==> src/rtl/task_3_scanner.sv <==
// task_3_scanner
// Stimulus-and-capture stage for the task_3_gate function block. It steps the
// block's inputs {D,C,B,A} through 0..15, waits SETTLE_CYCLES cycles at each
// index, samples the block's 8-bit output and builds a 16-entry truth table.
// The table is compared against EXPECTED, and the stage reports pass/fail, the
// lowest failing index and the number of failing indices.
//
// Parameters:
//   EXPECTED       expected truth table, bit n = f({D,C,B,A} = n)
//   SETTLE_CYCLES  cycles each index is held before sampling (1..15)
// Ports:
//   i_CLK       clock, rising edge
//   i_RST_N     asynchronous active-low reset
//   i_START     start request, honoured only in IDLE
//   i_Y[7:0]    function block output; bit 0 = f, bits 7:1 must be zero
//   o_A..o_D    registered drive to the function block ({D,C,B,A} = idx)
//   o_BUSY      high whenever not IDLE
//   o_DONE      one-cycle pulse when a scan completes
//   o_PASS      result of the last completed scan
//   o_TABLE     captured truth table (updates live during a scan)
//   o_ERR_CNT   number of mismatching indices (0..16)
//   o_FAIL_IDX  lowest mismatching index, 0 when there is none
module task_3_scanner #(
  parameter logic [15:0] EXPECTED      = 16'hFEE8,
  parameter int          SETTLE_CYCLES = 1
) (
  input  logic        i_CLK,
  input  logic        i_RST_N,
  input  logic        i_START,
  input  logic [7:0]  i_Y,
  output logic        o_A,
  output logic        o_B,
  output logic        o_C,
  output logic        o_D,
  output logic        o_BUSY,
  output logic        o_DONE,
  output logic        o_PASS,
  output logic [15:0] o_TABLE,
  output logic [4:0]  o_ERR_CNT,
  output logic [3:0]  o_FAIL_IDX
);

  typedef enum logic [1:0] {
    IDLE   = 2'd0,
    SETTLE = 2'd1,
    SAMPLE = 2'd2,
    DONE   = 2'd3
  } state_t;

  localparam logic [3:0] SETTLE_LOAD = 4'(SETTLE_CYCLES);

  state_t     state;
  state_t     state_next;
  logic [3:0] idx;
  logic [3:0] settle_cnt;
  logic       mismatch;

  // Any nonzero upper bit is a fault of the block even if bit 0 is right.
  assign mismatch = (i_Y[0] != EXPECTED[idx]) || (i_Y[7:1] != 7'd0);

  assign o_A = idx[0];
  assign o_B = idx[1];
  assign o_C = idx[2];
  assign o_D = idx[3];

  always_ff @(posedge i_CLK or negedge i_RST_N) begin
    if (!i_RST_N) begin
      state <= IDLE;
    end else begin
      state <= state_next;
    end
  end

  always_comb begin
    state_next = state;
    o_BUSY     = (state != IDLE);
    o_DONE     = 1'b0;
    case (state)
      IDLE: begin
        if (i_START) begin
          state_next = SETTLE;
        end
      end
      SETTLE: begin
        // Counter is loaded with SETTLE_CYCLES, so leaving at 1 gives exactly
        // SETTLE_CYCLES cycles in this state.
        if (settle_cnt == 4'd1) begin
          state_next = SAMPLE;
        end
      end
      SAMPLE: begin
        state_next = (idx == 4'd15) ? DONE : SETTLE;
      end
      DONE: begin
        o_DONE     = 1'b1;
        state_next = IDLE;
      end
      default: begin
        state_next = IDLE;
      end
    endcase
  end

  always_ff @(posedge i_CLK or negedge i_RST_N) begin
    if (!i_RST_N) begin
      idx        <= 4'd0;
      settle_cnt <= 4'd0;
      o_TABLE    <= 16'h0000;
      o_ERR_CNT  <= 5'd0;
      o_FAIL_IDX <= 4'd0;
      o_PASS     <= 1'b0;
    end else begin
      case (state)
        IDLE: begin
          idx <= 4'd0;
          if (i_START) begin
            o_TABLE    <= 16'h0000;
            o_ERR_CNT  <= 5'd0;
            o_FAIL_IDX <= 4'd0;
            settle_cnt <= SETTLE_LOAD;
          end
        end
        SETTLE: begin
          settle_cnt <= settle_cnt - 4'd1;
        end
        SAMPLE: begin
          o_TABLE[idx] <= i_Y[0];
          if (mismatch) begin
            // At most 16 increments per scan, so 5 bits never wrap.
            o_ERR_CNT <= o_ERR_CNT + 5'd1;
            if (o_ERR_CNT == 5'd0) begin
              o_FAIL_IDX <= idx;
            end
          end
          if (idx != 4'd15) begin
            idx        <= idx + 4'd1;
            settle_cnt <= SETTLE_LOAD;
          end
        end
        DONE: begin
          o_PASS <= (o_ERR_CNT == 5'd0);
          idx    <= 4'd0;
        end
        default: begin
          idx <= 4'd0;
        end
      endcase
    end
  end

endmodule

==> config.mk <==
export PLATFORM = sky130hd
export DESIGN_NAME = task_3_scanner
export DESIGN_NICKNAME = d
export VERILOG_FILES = /design/src/rtl/task_3_scanner.sv
export SDC_FILE = /design/constraint.sdc
export NUM_CORES = 1
export LEC_CHECK = 0
export ABC_CLOCK_PERIOD_IN_PS = 6200
export CORE_ASPECT_RATIO = 1.25
export CORE_MARGIN = 10
export CORE_UTILIZATION = 45
export DETAILED_ROUTE_END_ITERATION = 10
export PLACE_DENSITY = 0.83
export SLEW_MARGIN = 10
export SYNTH_ARGS = -nofsm -noshare
export SYNTH_HDL_FRONTEND = slang
export SYNTH_SLANG_ARGS = --single-unit
==> constraint.sdc <==
create_clock -name i_CLK -period 6.2 [get_ports i_CLK]
set_input_delay 1.55 -clock i_CLK [delete_from_list [all_inputs] [get_ports i_CLK]]
set_output_delay 1.55 -clock i_CLK [all_outputs]
set_load 0.005 [all_outputs]
### After elaboration in Yosys (flattened, before gate mapping)

Memory sizes are Yosys's and may differ from the RTL's.
Index checks and enable logic that the tools add are counted.

| storage, ports and cells | value |
|---|---|
| flip-flop bits (word level) | 36 |
| memories | 1 |
| memory bits (read-only) | 16 |

Memories:

| memory | words | bits a word | read ports | clocked after Yosys merged registers in | write ports | RTL line | text |
|---|---|---|---|---|---|---|---|
| (no name shown) | 16 | 1 | 1 | 0 | 0 | 59 | `assign mismatch = (i_Y[0] != EXPECTED[idx]) \|\| (i_Y[7:1] != 7'd0);` |

| operators by class | value |
|---|---|
| mux-type cells | 23 |
| eq/ne operators | 12 |
| $lt $le $gt $ge | 2 |
| reductions and logical operators | 16 |
| add/subtract/negate cells | 3 |

Operators by type and width:

| cell | count |
|---|---|
| case mux 16 bit (2 select lines) | 1 |
| 2-to-1 mux 4 bit | 6 |
| bitwise mux 16 bit | 1 |
| 2-to-1 mux 16 bit | 1 |
| case mux 4 bit (2 select lines) | 2 |
| case mux 4 bit (3 select lines) | 1 |
| 2-to-1 mux 5 bit | 2 |
| != test 2 bit (second input constant) | 5 |
| case mux 5 bit (2 select lines) | 1 |
| case mux 2 bit (4 select lines) | 1 |
| nonzero test 7 bit | 1 |
| 2-to-1 mux 2 bit | 3 |
| AND reduction 2 bit | 3 |
| AND reduction 3 bit | 2 |
| nonzero test 2 bit | 3 |
| adder 5 x 1 -> 5 bit (second input constant) | 1 |
| zero test 5 bit | 1 |
| < comparator 4 x 5 -> 1 bit (second input constant) | 1 |
| adder 4 x 1 -> 4 bit (second input constant) | 1 |
| demux 1 bit (select 4 bit) | 1 |
| == test 2 bit (second input constant) | 2 |
| == test 4 x 1 -> 1 bit (second input constant) | 1 |
| == test 4 bit (second input constant) | 1 |
| >= comparator 4 x 1 -> 1 bit (second input constant) | 1 |
| other kinds (11) | 13 |

### Longest topological paths before layout

Gate-level depths: netlist of run 1.

| depth | value |
|---|---|
| word-level depth | 6 |
| gate-level depth with buffers | 8 |
| depth with buffers taken out | 7 |

### Least setup slack after synthesis of run 1

Ideal clock, no wire load.

| path | value |
|---|---|
| path kind | input to register |
| start | input port i_Y[6] |
| end | register o_ERR_CNT[4] |
| arrival time | 2709 ps |
| required time | 6055 ps |
| stages on the path | 6 |
| path slack | 3346 ps |
| cell sequence | nor4b_1 nand3_1 mux2i_2 or2_1 buf_6 o311ai_4 |

| on the way | value |
|---|---|
| word-level cells in the longest chain between the ends | 4 |

RTL lines:

| item | RTL line | text |
|---|---|---|
| from (decl) | 30 | `input logic [7:0] i_Y,` |
| nonzero test 7 bit | 59 |  |
| logical OR 1 bit | 59 |  |
| != test 2 bit (no line) | -- |  |
| AND reduction 3 bit (no line) | -- |  |
| to (signal assigned) | 130 | `o_ERR_CNT <= o_ERR_CNT + 5'd1;` |
| to (decl) | 39 | `output logic [4:0] o_ERR_CNT,` |

Every way passes these cells.
A chain may end at the register's enable or synchronous reset.

### Worst setup path in the final report of run 1

| path | value |
|---|---|
| start | input port i_Y[2] |
| end | register o_ERR_CNT[2] |

Same word-level chain as after synthesis.

==> results of run 1 <==
==> tightest hold or removal path: stages (launching register included) <==
cell and delay (ns):
dfrtp_1 0.34, o21ai_0 0.07, o21ai_0 0.07
==> state kept, by name (all words and copies together) (netlist names) <==
| register | count |
|---|---|
| idx | 4 |
| state | 2 |
| o_FAIL_IDX | 4 |
| o_PASS | 1 |
| o_ERR_CNT | 5 |
| settle_cnt | 4 |
| o_TABLE | 16 |
==> through the flow <==
stage,util (%),std cells
floorplan,-,222
global route,59.7,322
CTS,59.7,322
finish,59.7,322
detailed placement,57.6,314
global placement,57.6,314
==> cell type report <==
type	count	area share, %
Multi-Input combinational cell	162	41.5
Sequential cell	36	33.9
Timing Repair Buffer	45	16.7
Clock buffer	8	3.39
Tap cell	58	2.73
Inverter	13	1.83
==> kinds of logic (layout without fill, tap and decap cells) <==
group	after synthesis	in the layout	synth area share, %
compound gates	83	83	26.6
fa+ha+maj	13	13	7.71
buf+inv	24	66	4.98
flops	36	36	42.7
mux	5	5	2.61
simple gates	61	61	15.4
==> routing by layer <==
layer | wire [um] | vias up | global-route usage (%)
met5 | 0 | - | 0
met4 | 63 | 0 | 3.47
met3 | 280 | 6 | 3.51
met2 | 2630 | 43 | 22.5
met1 | 2100 | 898 | 16.3
li1 | - | 877 | -
==> how the worst min path moves through the flow <==
stage / start / endpoint / depth (start not counted)
finish: o_TABLE[11]$_DFFE_PN0P_ / o_TABLE[11]$_DFFE_PN0P_ / 2
global route: o_FAIL_IDX[2]$_DFFE_PN0P_ / o_FAIL_IDX[2]$_DFFE_PN0P_ / 2
CTS: o_TABLE[11]$_DFFE_PN0P_ / o_TABLE[11]$_DFFE_PN0P_ / 2
detailed placement: o_TABLE[11]$_DFFE_PN0P_ / o_TABLE[11]$_DFFE_PN0P_ / 2
global placement: o_TABLE[11]$_DFFE_PN0P_ / o_TABLE[11]$_DFFE_PN0P_ / 2
floorplan: settle_cnt[3]$_DFFE_PN0P_ / settle_cnt[3]$_DFFE_PN0P_ / 1
==> placed cells by master, fill, tap and decap left out, types with 3 or more instances in the layout <==
| cell type | n |
|---|---|
| o21ai_0 | 43 |
| clkdlybuf4s50_1 | 42 |
| dfrtp_1 | 36 |
| nand2_1 | 19 |
| a21boi_0 | 14 |
| inv_1 | 13 |
| ha_1 | 13 |
| nand3_1 | 10 |
| nor2_1 | 9 |
| clkbuf_8 | 6 |
| nand3b_1 | 4 |
| nand2b_1 | 4 |
| mux2i_1 | 3 |
| nor2b_1 | 3 |
| a21oi_1 | 3 |
| a21o_1 | 3 |
| buf_4 | 3 |
==> report_power, final <==
| group | switching, W | total, W | internal (W) |
|---|---|---|---|
| logic | 0.000256 | 0.000455 | 0.000199 |
| registers | 0.0000444 | 0.000322 | 0.000277 |
| clock network | 0.0000792 | 0.000170 | 0.0000906 |
| total | 0.000380 | 0.000947 | 0.000567 |
==> results.md, run 1 <==
- Final setup TNS: 0 ns
- Initial core utilization: 47.3%
- Reg clk slew, reported paths: 0.07 ns
- Die Width: 81.3 um
- TritonCTS clock tree: yes
- Critical Path Stages: 6
- Total grt overflow: 0
- Commonest cells in the synthesized netlist: 43 x o21ai_0, 36 x dfrtp_1, 19 x nand2_1, 14 x a21boi_0
- Setup CP Type: in2reg
- Setup Buffers After CTS: 0
- WP data required: 6.35 ns
- Max-slew violations: 0
- Worst Reg-to-Reg Cells: 8
- Syn avg cell area: 9.51 um2
- Leakage power: 1.13 nW
- Pre-antenna DRT Iters: 5
- Min-Delay Path Class: reg2reg
- Number of synthesized flops with an enable pin: 0
- Routed Antenna Nets: 0
- Reg-to-reg endpoint: o_ERR_CNT[2]$_DFFE_PN0P_
- Reg2reg setup slack: 3.55 ns
- Peak VDD IR: 0.215 mV
- Area occupied by registers: 901 um2
- Final worst setup slack: 2.88 ns
- Tmin final: 3.32 ns
- PD cells: 356 mW/mm2
- Synth Register Bits: 36
- Io pins: 43
- Tot Pwr: 0.000947 W
- FILL cells: 417
- Area occupied by multi-input gates: 0.00110 mm2
- Final Hold Vio Count: 0
- Clock Sinks: 36
- Crit path launch type: input port
- Fraction of layout cells with a size suffix above 1: 7.95%
- Setup slack at placement: 2.59 ns
- Post-synth cell types: 44
- Vias in the first global route: 1715
- Critical-path cell list: clkdlybuf4s50_1 -> nor4_1 -> nand3_1 -> mux2i_2 -> or2_1 -> o211ai_1
- Relative slew slack: 69.3%
- Fin area: 0.00266 mm2
- Mapped Area: 0.00211 mm2
- Clk root buf: clkbuf_8
- Hold buffers post-CTS: 0
- Post-synth ARST share: 100%
- DR DRC count: 0
- RSZ-0062 raised after global routing: no
- Final worst path period share: 53.6%
- WHS: 0.512 ns
- Fraction of the yosys area taken by sequential cells: 42.7%
- Crit path capture: o_ERR_CNT[2]$_DFFE_PN0P_
- Antenna diode count: 0
- Main area contributors after synthesis: dfrtp_1 43%, o21ai_0 10%, ha_1 7.7%, a21boi_0 5.0%, nand2_1 3.4%
- Outcome: completed
- CP arrival: 3.47 ns
- Mean routed wirelength per cell: 15.8 um
- Yosys warnings: 0
- # port buffers: 42
- Max Clock Skew: 0.00568 ns
- Net Count, Synth: 246
- Biggest area consumer among synthesized cells: dfrtp_1
- Routability cong.: 0.782
- # setup viols final: 0
- Worst-Margin Slew: 0.452 ns
- TritonCTS Buffers: 5
- Post-detail-place hpwl: 3720 um
- Final net count: 287
- Initial antenna violation count: 0
- CP peak stage delay: 0.41 ns
- Placed Area: 0.00257 mm2
- # rows: 27
- H-tree levels: 2
- CP delay by family, top: simple AND/OR/NAND/NOR gates
- Area growth syn-to-layout: 26.0%
- Count leader, synth: o21ai_0
- Worst-path fanout max: 10
- Iter 0 DRT Violations: 113
- Max Root-Sink Buffers: 2
- Vias per cell: 5.66
- Setup crit start: i_Y[2]
- Fmax: 0.301 GHz
- CP bufs+invs: 1
- Routed WL: 5080 um
- Vias: 1824
- Total track usage: 13.3%
- Chip height: 96.6 um
- Max-cap violations: 0
- Largest net degree at the start of global routing: 42
- Die ar.: 0.00785 mm2
- Post-Synthesis Cells: 222
- CP max stage cell: clkdlybuf4s50_1
- CP endpoint kind: register
- Prevailing post-synth register cell: dfrtp_1
- Worst-skew pair later-pin latency: 0.28 ns
- Post_cts resized: 0
- Core Region: 0.00446 mm2
- First-pass GRT wire length: 8320 um
- Synth top area share: 42.7%
- Reg-to-Reg Start: state[0]$_DFFE_PN0P_
No activity file was read; power rests on OpenSTA's default activity.
==> run 2, diff against run 1 <==
- ABC_CLOCK_PERIOD_IN_PS: 6200 -> 2660
- PLACE_DENSITY: 0.83 -> 0.86
- clock period: 6.2 -> 2.66 ns (I/O delays scaled with it)
==> results.md, run 2 (same netlist as run 1, synthesis figures left out) <==
- # setup viols final: 0
- Routed WL: 5290 um
- Chip height: 96.6 um
- Post-detail-place hpwl: 3850 um
- Largest regs: o_TABLE: 16 flops, o_ERR_CNT: 5 flops
- Peak VDD IR: 0.345 mV
- Vias in the first global route: 1847
- Worst-Margin Slew: 0.522 ns
- Total grt overflow: 0
- Max-slew violations: 0
- Combinational share of power: 49.4%
- H-tree levels: 2
- Iter 0 DRT Violations: 141
- Final worst setup slack: 0.354 ns
- Fmax: 0.434 GHz
- Final net count: 288
- Core Region: 0.00446 mm2
- Initial antenna violation count: 0
- Setup slack at placement: 0.0847 ns
- Vias: 1820
- RSZ-0062 raised after global routing: no
- CP max stage cell: nor4b_1
- Max Clock Skew: 0.00981 ns
- Worst-skew pair later-pin latency: 0.28 ns
- Vias per cell: 5.69
- Critical-path cell list: clkdlybuf4s50_1 -> nor4b_1 -> nand3b_1 -> mux2i_2 -> or2_1 -> o21ai_0
- Io pins: 43
- Worst Reg-to-Reg Cells: 7
- DR DRC count: 0
- Hold Path Cell Cnt: 2
- Worst-path fanout max: 9
- Reg-to-reg endpoint: o_ERR_CNT[1]$_DFFE_PN0P_
- Fraction of layout cells with a size suffix above 1: 8.02%
- Clock power frac: 15.9%
- Most common cell after layout, fill and taps aside: o21ai_0
- Hold buffers post-CTS: 0
- Final Hold Vio Count: 0
- Final setup TNS: 0 ns
- CP peak stage delay: 0.51 ns
- Area growth syn-to-layout: 25.4%
- Reg clk slew, reported paths: 0.07 ns
- Initial core utilization: 47.3%
- Routed Antenna Nets: 0
- Final worst path period share: 86.7%
- Tmin final: 2.31 ns
- Pint: 0.00128 W
- Clock Sinks: 36
- Largest net degree at the start of global routing: 41
- Post_cts resized: 0
- TritonCTS Buffers: 5
- # rows: 27
- Routability cong.: 0.779
- Worst Hold Launch: o_TABLE[11]$_DFFE_PN0P_
- Max-cap violations: 0
- Die Width: 81.3 um
- Max Root-Sink Buffers: 2
- Area occupied by multi-input gates: 0.00110 mm2
- Reg-to-Reg Start: idx[0]$_DFFE_PN0P_
- First-pass GRT wire length: 8710 um
- Reg2reg setup slack: 0.45 ns
- # port buffers: 42
- Crit path launch type: input port
- Clk root buf: clkbuf_8
- Total track usage: 13.9%
- WP data required: 2.81 ns
- CP endpoint kind: register
- Most frequent cells in the layout: 43 x o21ai_0, 42 x clkdlybuf4s50_1, 36 x dfrtp_1
- Mean routed wirelength per cell: 16.5 um
- Area occupied by registers: 901 um2
- Die ar.: 0.00785 mm2
- Switch Pwr: 0.000890 W
- Sw frac: 41.1%
- PD cells: 819 mW/mm2
- Outcome: completed
- Antenna diode count: 0
- Hold EP: o_TABLE[11]$_DFFE_PN0P_
- Largest Register: o_TABLE
- Setup CP Type: in2reg
- Relative slew slack: 64.7%
- Flop pwr share: 34.7%
- CP arrival: 2.46 ns
- FILL cells: 402
- Largest register FFs: 16
- Setup Buffers After CTS: 0
- Min-Delay Path Class: reg2reg
- Leakage power: 1.13 nW
- Pre-antenna DRT Iters: 4
- TritonCTS clock tree: yes
==> run 2: cell types whose count changed in the layout (fill, tap and decap cells not counted) <==
cell / before / now
clkbuf_8: 6 / 5
clkbuf_1: 2 / 0
buf_4: 3 / 4
==> run 2: cell type report <==
class | instances | area share, %
Multi-Input combinational cell | 162 | 41.7
Timing Repair Buffer | 46 | 17.0
Inverter | 13 | 1.84
Clock buffer | 5 | 2.60
Sequential cell | 36 | 34.0
Tap cell | 58 | 2.74
==> run 2: power by group through the flow <==
| stage | registers (W) | clock network, W | logic [W] |
|---|---|---|---|
| 6_report | 0.000751 | 0.000345 | 0.00107 |
| 5_1_grt | 0.000770 | 0.000372 | 0.00119 |
| 4_1_cts | 0.000751 | 0.000351 | 0.00107 |
| 3_5_place_dp | 0.000760 | 0 | 0.00106 |
| 3_3_place_gp | 0.000755 | 0 | 0.00103 |
| 2_1_floorplan | 0.000743 | 0 | 0.000732 |
==> run 2: stage by stage <==
step,instances,total power [W],hold WS [ns],utilization (%),area (um2)
global route,320,0.00233,0.540,59.3,2650
global placement,315,0.00179,0.495,57.8,2580
CTS,320,0.00217,0.518,59.3,2650
detailed placement,315,0.00182,0.501,57.8,2580
finish,320,0.00217,0.515,59.3,2650
floorplan,222,0.00147,0.369,-,2110
==> run 2: per-layer routing <==
metal | global-route usage [%] | share of wire (%)
met5 | 0 | 0
met4 | 5.49 | 1.5
met3 | 3.97 | 6.0
met2 | 24.6 | 51
met1 | 15.4 | 41
==> run 2: worst max path at each step <==
stage | start | end | cells after the start
floorplan | idx[0]$_DFFE_PN0P_ | o_ERR_CNT[4]$_DFFE_PN0P_ | 8
global placement | i_Y[6] | o_ERR_CNT[2]$_DFFE_PN0P_ | 6
detailed placement | i_Y[6] | o_ERR_CNT[0]$_DFFE_PN0P_ | 6
CTS | i_Y[6] | o_ERR_CNT[0]$_DFFE_PN0P_ | 6
global route | i_Y[5] | o_ERR_CNT[0]$_DFFE_PN0P_ | 6
finish | i_Y[6] | o_ERR_CNT[1]$_DFFE_PN0P_ | 6
==> run 2: critical path, delay by kind of cell <==
family                 cells  cell delay (ns)
AO/OA/AOI/OAI              1             0.16
buffers and inverters      1             0.40
multiplexers               1             0.19
AND/OR/NAND/NOR            3             1.04
